**src/rtl/audio_pkg.sv**
```systemverilog
// Shared audio definitions: default sample width, stereo packing order and the
// I2S receiver FSM state encoding.
package audio_pkg;

  localparam int unsigned AUDIO_WIDTH_DEF = 16;

  typedef logic [AUDIO_WIDTH_DEF-1:0]   sample_t;
  typedef logic [2*AUDIO_WIDTH_DEF-1:0] stereo_t;

  typedef enum logic [1:0] {
    SYNC_WAIT,
    LEFT,
    RIGHT
  } rx_state_e;

  // Right channel lives in the upper half of a stereo word.
  function automatic stereo_t pack_stereo(input sample_t right, input sample_t left);
    return {right, left};
  endfunction

  function automatic sample_t unpack_left(input stereo_t word);
    return word[AUDIO_WIDTH_DEF-1:0];
  endfunction

  function automatic sample_t unpack_right(input stereo_t word);
    return word[2*AUDIO_WIDTH_DEF-1:AUDIO_WIDTH_DEF];
  endfunction

endpackage

```
**src/rtl/axis_sync_fifo.sv**
```systemverilog
// Single-clock shift-register FIFO; the head entry is always register 0 so the
// output is glitch-free and stable while stalled. Push while full succeeds if a pop
// happens in the same cycle.
module axis_sync_fifo #(
  parameter int unsigned Width = 33,
  parameter int unsigned Depth = 4
) (
  input  logic             clk_i,
  input  logic             rst_ni,
  input  logic             push_i,
  input  logic [Width-1:0] data_i,
  input  logic             pop_i,
  output logic [Width-1:0] data_o,
  output logic             full_o,
  output logic             empty_o
);

  localparam int unsigned CntW = $clog2(Depth + 1);

  logic [Width-1:0] mem_q [Depth];
  logic [Width-1:0] mem_d [Depth];
  logic [CntW-1:0]  cnt_q, cnt_d;
  logic [CntW-1:0]  wr_idx;
  logic             do_pop, do_push;

  assign empty_o = (cnt_q == '0);
  assign full_o  = (cnt_q == CntW'(Depth));
  assign do_pop  = pop_i && !empty_o;
  assign do_push = push_i && (!full_o || do_pop);
  assign data_o  = mem_q[0];
  assign wr_idx  = do_pop ? (cnt_q - CntW'(1)) : cnt_q;

  always_comb begin
    for (int i = 0; i < int'(Depth); i++) begin
      mem_d[i] = mem_q[i];
    end
    if (do_pop) begin
      for (int i = 0; i < int'(Depth) - 1; i++) begin
        mem_d[i] = mem_q[i+1];
      end
    end
    // Write after the shift so a simultaneous push lands behind the survivors.
    if (do_push) begin
      for (int i = 0; i < int'(Depth); i++) begin
        if (wr_idx == CntW'(i)) begin
          mem_d[i] = data_i;
        end
      end
    end
    cnt_d = cnt_q + CntW'(do_push) - CntW'(do_pop);
  end

  always_ff @(posedge clk_i or negedge rst_ni) begin
    if (!rst_ni) begin
      cnt_q <= '0;
      for (int i = 0; i < int'(Depth); i++) begin
        mem_q[i] <= '0;
      end
    end else begin
      cnt_q <= cnt_d;
      for (int i = 0; i < int'(Depth); i++) begin
        mem_q[i] <= mem_d[i];
      end
    end
  end

endmodule

```
**src/rtl/i2s_rx_axis.sv**
```systemverilog
// Philips-format I2S receiver: oversamples the I2S pins on aclk, deserialises left and
// right slots and streams packed {Right, Left} pairs through a small FIFO with tlast framing.
module i2s_rx_axis
  import audio_pkg::*;
#(
  parameter int unsigned AUDIO_WIDTH  = AUDIO_WIDTH_DEF,
  parameter int unsigned TLAST_PERIOD = 256,
  parameter int unsigned FIFO_DEPTH   = 4
) (
  input  logic                     aclk,
  input  logic                     aresetn,
  input  logic                     enable,
  input  logic                     clear_overflow,
  input  logic                     i2s_bclk,
  input  logic                     i2s_lrclk,
  input  logic                     i2s_sdata,
  output logic [2*AUDIO_WIDTH-1:0] m_axis_tdata,
  output logic                     m_axis_tvalid,
  input  logic                     m_axis_tready,
  output logic                     m_axis_tlast,
  output logic                     overflow
);

  localparam int unsigned BitCntW   = $clog2(AUDIO_WIDTH + 1);
  localparam int unsigned FrameCntW = (TLAST_PERIOD > 1) ? $clog2(TLAST_PERIOD) : 1;
  localparam int unsigned EntryW    = 2 * AUDIO_WIDTH + 1;

  // Pin synchronisers plus one extra stage so LRCLK/SDATA line up with bclk_rise_q.
  logic [2:0] bclk_q;
  logic [1:0] lrclk_sync_q, sdata_sync_q;
  logic       bclk_rise_q, lrclk_smp_q, sdata_smp_q;
  logic       lr_prev_q;
  logic       lr_change;

  always_ff @(posedge aclk or negedge aresetn) begin
    if (!aresetn) begin
      bclk_q       <= '0;
      lrclk_sync_q <= '0;
      sdata_sync_q <= '0;
      bclk_rise_q  <= 1'b0;
      lrclk_smp_q  <= 1'b0;
      sdata_smp_q  <= 1'b0;
      lr_prev_q    <= 1'b0;
    end else begin
      bclk_q       <= {bclk_q[1:0], i2s_bclk};
      lrclk_sync_q <= {lrclk_sync_q[0], i2s_lrclk};
      sdata_sync_q <= {sdata_sync_q[0], i2s_sdata};
      bclk_rise_q  <= bclk_q[1] & ~bclk_q[2];
      lrclk_smp_q  <= lrclk_sync_q[1];
      sdata_smp_q  <= sdata_sync_q[1];
      if (bclk_rise_q) begin
        lr_prev_q <= lrclk_smp_q;
      end
    end
  end

  assign lr_change = bclk_rise_q && (lrclk_smp_q != lr_prev_q);

  // Current channel word with this edge's bit placed at its MSB-first position.
  logic [AUDIO_WIDTH-1:0] word_q, word_ins;
  logic [BitCntW-1:0]     bit_cnt_q;

  always_comb begin
    word_ins = word_q;
    for (int i = 0; i < int'(AUDIO_WIDTH); i++) begin
      if (bit_cnt_q == BitCntW'(AUDIO_WIDTH - 1 - i)) begin
        word_ins[i] = sdata_smp_q;
      end
    end
  end

  rx_state_e                state_q;
  logic [AUDIO_WIDTH-1:0]   hold_l_q;
  logic                     push_q;
  logic [2*AUDIO_WIDTH-1:0] push_data_q;

  always_ff @(posedge aclk or negedge aresetn) begin
    if (!aresetn) begin
      state_q     <= SYNC_WAIT;
      word_q      <= '0;
      bit_cnt_q   <= '0;
      hold_l_q    <= '0;
      push_q      <= 1'b0;
      push_data_q <= '0;
    end else begin
      push_q <= 1'b0;
      if (!enable) begin
        state_q <= SYNC_WAIT;
      end else if (bclk_rise_q) begin
        if (lr_change) begin
          // The bit on a change edge is the old slot's last bit, hence word_ins.
          word_q    <= '0;
          bit_cnt_q <= '0;
          unique case (state_q)
            SYNC_WAIT: begin
              if (!lrclk_smp_q) begin
                state_q <= LEFT;
              end
            end
            LEFT: begin
              if (lrclk_smp_q) begin
                hold_l_q <= word_ins;
                state_q  <= RIGHT;
              end
            end
            RIGHT: begin
              if (!lrclk_smp_q) begin
                push_q      <= 1'b1;
                push_data_q <= {word_ins, hold_l_q};
                state_q     <= LEFT;
              end
            end
            default: state_q <= SYNC_WAIT;
          endcase
        end else begin
          word_q <= word_ins;
          if (bit_cnt_q != BitCntW'(AUDIO_WIDTH)) begin
            bit_cnt_q <= bit_cnt_q + BitCntW'(1);
          end
        end
      end
    end
  end

  logic                 fifo_full, fifo_empty;
  logic                 pop, push_ok, push_last;
  logic [EntryW-1:0]    fifo_head;
  logic [FrameCntW-1:0] frame_cnt_q;
  logic                 overflow_q;

  assign pop       = m_axis_tready && !fifo_empty;
  assign push_ok   = push_q && (!fifo_full || pop);
  assign push_last = (frame_cnt_q == FrameCntW'(TLAST_PERIOD - 1));

  always_ff @(posedge aclk or negedge aresetn) begin
    if (!aresetn) begin
      frame_cnt_q <= '0;
      overflow_q  <= 1'b0;
    end else begin
      if (!enable) begin
        frame_cnt_q <= '0;
      end else if (push_ok) begin
        frame_cnt_q <= push_last ? '0 : frame_cnt_q + FrameCntW'(1);
      end
      // A new drop outranks a simultaneous clear.
      if (push_q && !push_ok) begin
        overflow_q <= 1'b1;
      end else if (clear_overflow) begin
        overflow_q <= 1'b0;
      end
    end
  end

  axis_sync_fifo #(
    .Width (EntryW),
    .Depth (FIFO_DEPTH)
  ) u_fifo (
    .clk_i   (aclk),
    .rst_ni  (aresetn),
    .push_i  (push_q),
    .data_i  ({push_last, push_data_q}),
    .pop_i   (m_axis_tready),
    .data_o  (fifo_head),
    .full_o  (fifo_full),
    .empty_o (fifo_empty)
  );

  assign {m_axis_tlast, m_axis_tdata} = fifo_head;
  assign m_axis_tvalid = !fifo_empty;
  assign overflow      = overflow_q;

endmodule
```
**config.mk**
```make
export PLATFORM = sky130hd
export DESIGN_NAME = i2s_rx_axis
export DESIGN_NICKNAME = d
export VERILOG_FILES = /design/src/rtl/audio_pkg.sv /design/src/rtl/axis_sync_fifo.sv /design/src/rtl/i2s_rx_axis.sv
export SDC_FILE = /design/constraint.sdc
export NUM_CORES = 1
export LEC_CHECK = 0
export CELL_PAD_IN_SITES_DETAIL_PLACEMENT = 1
export CELL_PAD_IN_SITES_GLOBAL_PLACEMENT = 2
export CORE_ASPECT_RATIO = 1.1
export CORE_MARGIN = 2
export CORE_UTILIZATION = 40
export CTS_CLUSTER_DIAMETER = 30
export DETAILED_ROUTE_END_ITERATION = 7
export DONT_BUFFER_PORTS = 1
export PLACE_DENSITY = 0.68
export SLEW_MARGIN = 20
export SYNTH_ARGS = -nofsm -noshare
export SYNTH_HDL_FRONTEND = slang
export SYNTH_SLANG_ARGS = --single-unit
```
**constraint.sdc**
```tcl
create_clock -name aclk -period 5.2 [get_ports aclk]
set_clock_uncertainty 0.1 [all_clocks]
set_input_delay 0.78 -clock aclk [delete_from_list [all_inputs] [get_ports aclk]]
set_output_delay 0.78 -clock aclk [all_outputs]
set_load 0.1 [all_outputs]
```
==> out/metrics.yaml <==
outcome:
  status: "complete, but fails checks"
  violations: "hold timing"
floorplanning:
  io_pins: 43
  dieArea_sq_um: 28000
  coreArea_sq_um: 26100
  num_rows: 62
  start_util: 0.408
  die_w_microns: 160
  die_h_microns: 175
clock_tree:
  cts_tree: "done"
  h-tree-depth: 2
  cts_num_sinks: 227
  cts_resized: 0
  clockBufferDepth: 3
  clk_pin_slew_ns: 0.05
  insertion_delay_ns: 0.53
  post-cts-setup-buffers: 0
  numCtsBuffers: 51
  root_buffer: "clkbuf_16"
drt:
  drc: 0
  viasPerCell: 5.18
  ant_nets: 0
  drtIter0Drc: 196
  post_drt_wl_per_cell_microns: 18.7
  drt_first_pass_iters: 4
  routed_wl_mm: 22.0
  num_vias: 6118
synth:
  ys_types: 52
  yosysSeqAreaShare: 0.533
  ys_ff_latch: 227
  syn-instance-count: 799
  yosysTopAreaCell: "dfrtp_1"
  synth-edff-count: 0
  synthTopCellsByArea: "dfrtp_1 (53%), mux2_2 (19%), mux2_4 (8.2%), buf_4 (2.3%), mux2i_1 (2.1%)"
  yosys_warnings: 0
  syn_area_sq_um: 10700
  syn_nets: 817
  synthFlopType: "dfrtp_1"
  ys_async_sr_fraction: 1.00
  synth_top_area_frac: 0.533
  postSynthAreaPerCell_sq_um: 13.3
critical_path:
  path_max_fanout: 23
  reg2reg_from: "u_fifo.cnt_q[0]$_DFF_PN0_"
  rrSetupSlack_ns: 1.54
  r2r_cells: 8
  worstSetupEndpoint: "u_fifo.mem_q[17]$_DFFE_PN0P_"
  crit_type: "flip-flop to flip-flop"
  required_ns: 5.50
  cp-startpoint: "u_fifo.cnt_q[0]$_DFF_PN0_"
  worstSetupStartpointType: "flip-flop"
  end_kind: "flip-flop"
  timing.rr.end: "u_fifo.mem_q[17]$_DFFE_PN0P_"
  arrival_ns: 3.97
sta:
  post-route-min-period_ns: 3.66
  final-hold-violation-count: 227
  rsz0062_at_grt: "false"
  fin_crit_sh: 0.705
  tightest_slew_ns: 0.971
  fmax_mhz: 273
  maxSlewHeadroom: 0.353
  drv_slew: 0
  holdWs_ns: -0.155
  finalSetupViolCount: 0
  finalSetupTns_ns: 0
power:
  power.switching_w: 0.00137
  switching_share: 0.251
  p_int_w: 0.00409
  p_comb_frac: 0.080
  leakagePower_nw: 6.20
  vdd_drop_max_v: 0.000229
  p_per_area_nw_per_um2: 438
  seqPwrFrac: 0.349
  clockPowerShare: 0.571
final_layout:
  antenna_cells: 0
  n_fill_cell: 2627
  syn_to_final_growth_pct: 16.8
  nets: 806
  drive_gt1_frac: 0.417
flow_run:
  drv_cap: 0
min_path:
  hp-class: "input pin to async pin"
grt:
  track_usage: 0.164
  grt_pass1_wl_mm: 36.9
  grt_max_degree: 228
  antenna_found_initial: 0
  overflow: 0
  grt_pass1_vias: 7003
placement:
  dp_hpwl_mm: 13.6
  place.gp.congestion: 0.773
  port-buffer-count: 0
cell families after synthesis:
logic type,Yosys count,share of synthesized area
XOR/XNOR,7,0.00575
adder cells (fa/ha/maj),10,0.0124
multiplexers,262,0.295
AO/OA/AOI/OAI,81,0.0459
flip-flops,227,0.533
AND/OR/NAND/NOR,126,0.0574
buffers and inverters,86,0.0512
layer usage:
layer | vias up | global-route usage | share of wire
met5 | - | 0 | 0
met1 | 3187 | 0.200 | 0.43
li1 | 2799 | - | -
met4 | 0 | 0.0591 | 0.024
met2 | 88 | 0.287 | 0.51
met3 | 44 | 0.0349 | 0.035
synth_stat cells, drive strengths merged (2+ instances only):
library cell,count
inv,14
mux2i,22
nand4,4
and3,4
clkbuf,16
nand3b,3
nor2b,2
o2111ai,2
nor3b,3
o221ai,2
o21ai,25
nand2b,4
nand3,7
o31ai,2
ha,9
dfrtp,227
a211oi,2
xor2,5
nand2,36
or3,4
nor3,5
a21oi,40
buf,55
mux2,240
nor2,41
and2b,2
nor4,3
xnor2,2
flip-flops by register name (all words and copies together) (netlist names), 2 cells and up:
name	count
u_fifo.mem_q	99
u_fifo.data_o	33
push_data_q	32
hold_l_q	16
word_q	16
frame_cnt_q	8
bit_cnt_q	5
bclk_q	3
u_fifo.cnt_q	3
lrclk_sync_q	2
sdata_sync_q	2
state_q	2
how the worst min path moves through the flow:
stage | depth (start not counted) | from | end
4_1_cts | 0 | aresetn | u_fifo.mem_q[37]$_DFF_PN0_
3_3_place_gp | 0 | lrclk_sync_q[0]$_DFF_PN0_ | lrclk_sync_q[1]$_DFF_PN0_
2_1_floorplan | 0 | bclk_q[0]$_DFF_PN0_ | bclk_q[1]$_DFF_PN0_
5_1_grt | 0 | aresetn | u_fifo.mem_q[1]$_DFFE_PN0P_
6_report | 0 | aresetn | u_fifo.mem_q[67]$_DFF_PN0_
3_5_place_dp | 0 | bclk_q[0]$_DFF_PN0_ | bclk_q[1]$_DFF_PN0_
cells in the final DEF, fill, tap and decap left out, types with 6 or more instances in the layout:
cell type,n
clkinvlp_4,7
mux2_4,58
clkinv_4,7
buf_4,6
a21oi_1,40
mux2i_1,22
o21ai_0,25
dfrtp_1,227
nor2_1,41
clkbuf_16,53
clkinv_2,12
mux2_2,177
nand2_1,35
ha_1,9
inv_1,14
nand3_1,7
worst max-delay path, cell delays in order (launching register included):
cell and delay, ns:
dfrtp_1 0.39, inv_1 0.13, ha_1 0.27, and2b_2 0.25, inv_1 0.71, a21oi_1 0.34, o221ai_4 0.53, buf_4 0.41
mux2_2 0.38
per-stage QoR:
stage	total power (W)	cell area, sq um	utilization	worst slack (ns)	cells
4_1_cts	0.00554	12500	0.476	1.51	1180
5_1_grt	0.00568	12500	0.476	1.37	1180
3_3_place_gp	0.00234	10700	0.411	1.66	1087
3_5_place_dp	0.00237	10700	0.411	1.52	1087
6_report	0.00546	12500	0.476	1.54	1180
2_1_floorplan	0.00225	10700	-	2.12	799
power by group through the flow:
stage,logic [W],registers [W],clock network [W]
2_1_floorplan,0.000336,0.00191,0
5_1_grt,0.000477,0.00191,0.00329
3_5_place_dp,0.000441,0.00193,0
3_3_place_gp,0.000419,0.00193,0
6_report,0.000438,0.00190,0.00311
4_1_cts,0.000443,0.00190,0.00319
final cells by class:
| cell class | instances | area [sq um] | area share |
|---|---|---|---|
| sequential | 227 | 5680 | 0.456 |
| multi-input combinational | 486 | 4500 | 0.361 |
| clock buffer | 60 | 1390 | 0.112 |
| tap | 352 | 440 | 0.0354 |
| clock inverter | 33 | 323 | 0.0259 |
| timing repair buffer | 7 | 65.1 | 0.00522 |
| inverter | 15 | 56.3 | 0.00452 |
Power figures use the tool's default switching activity.
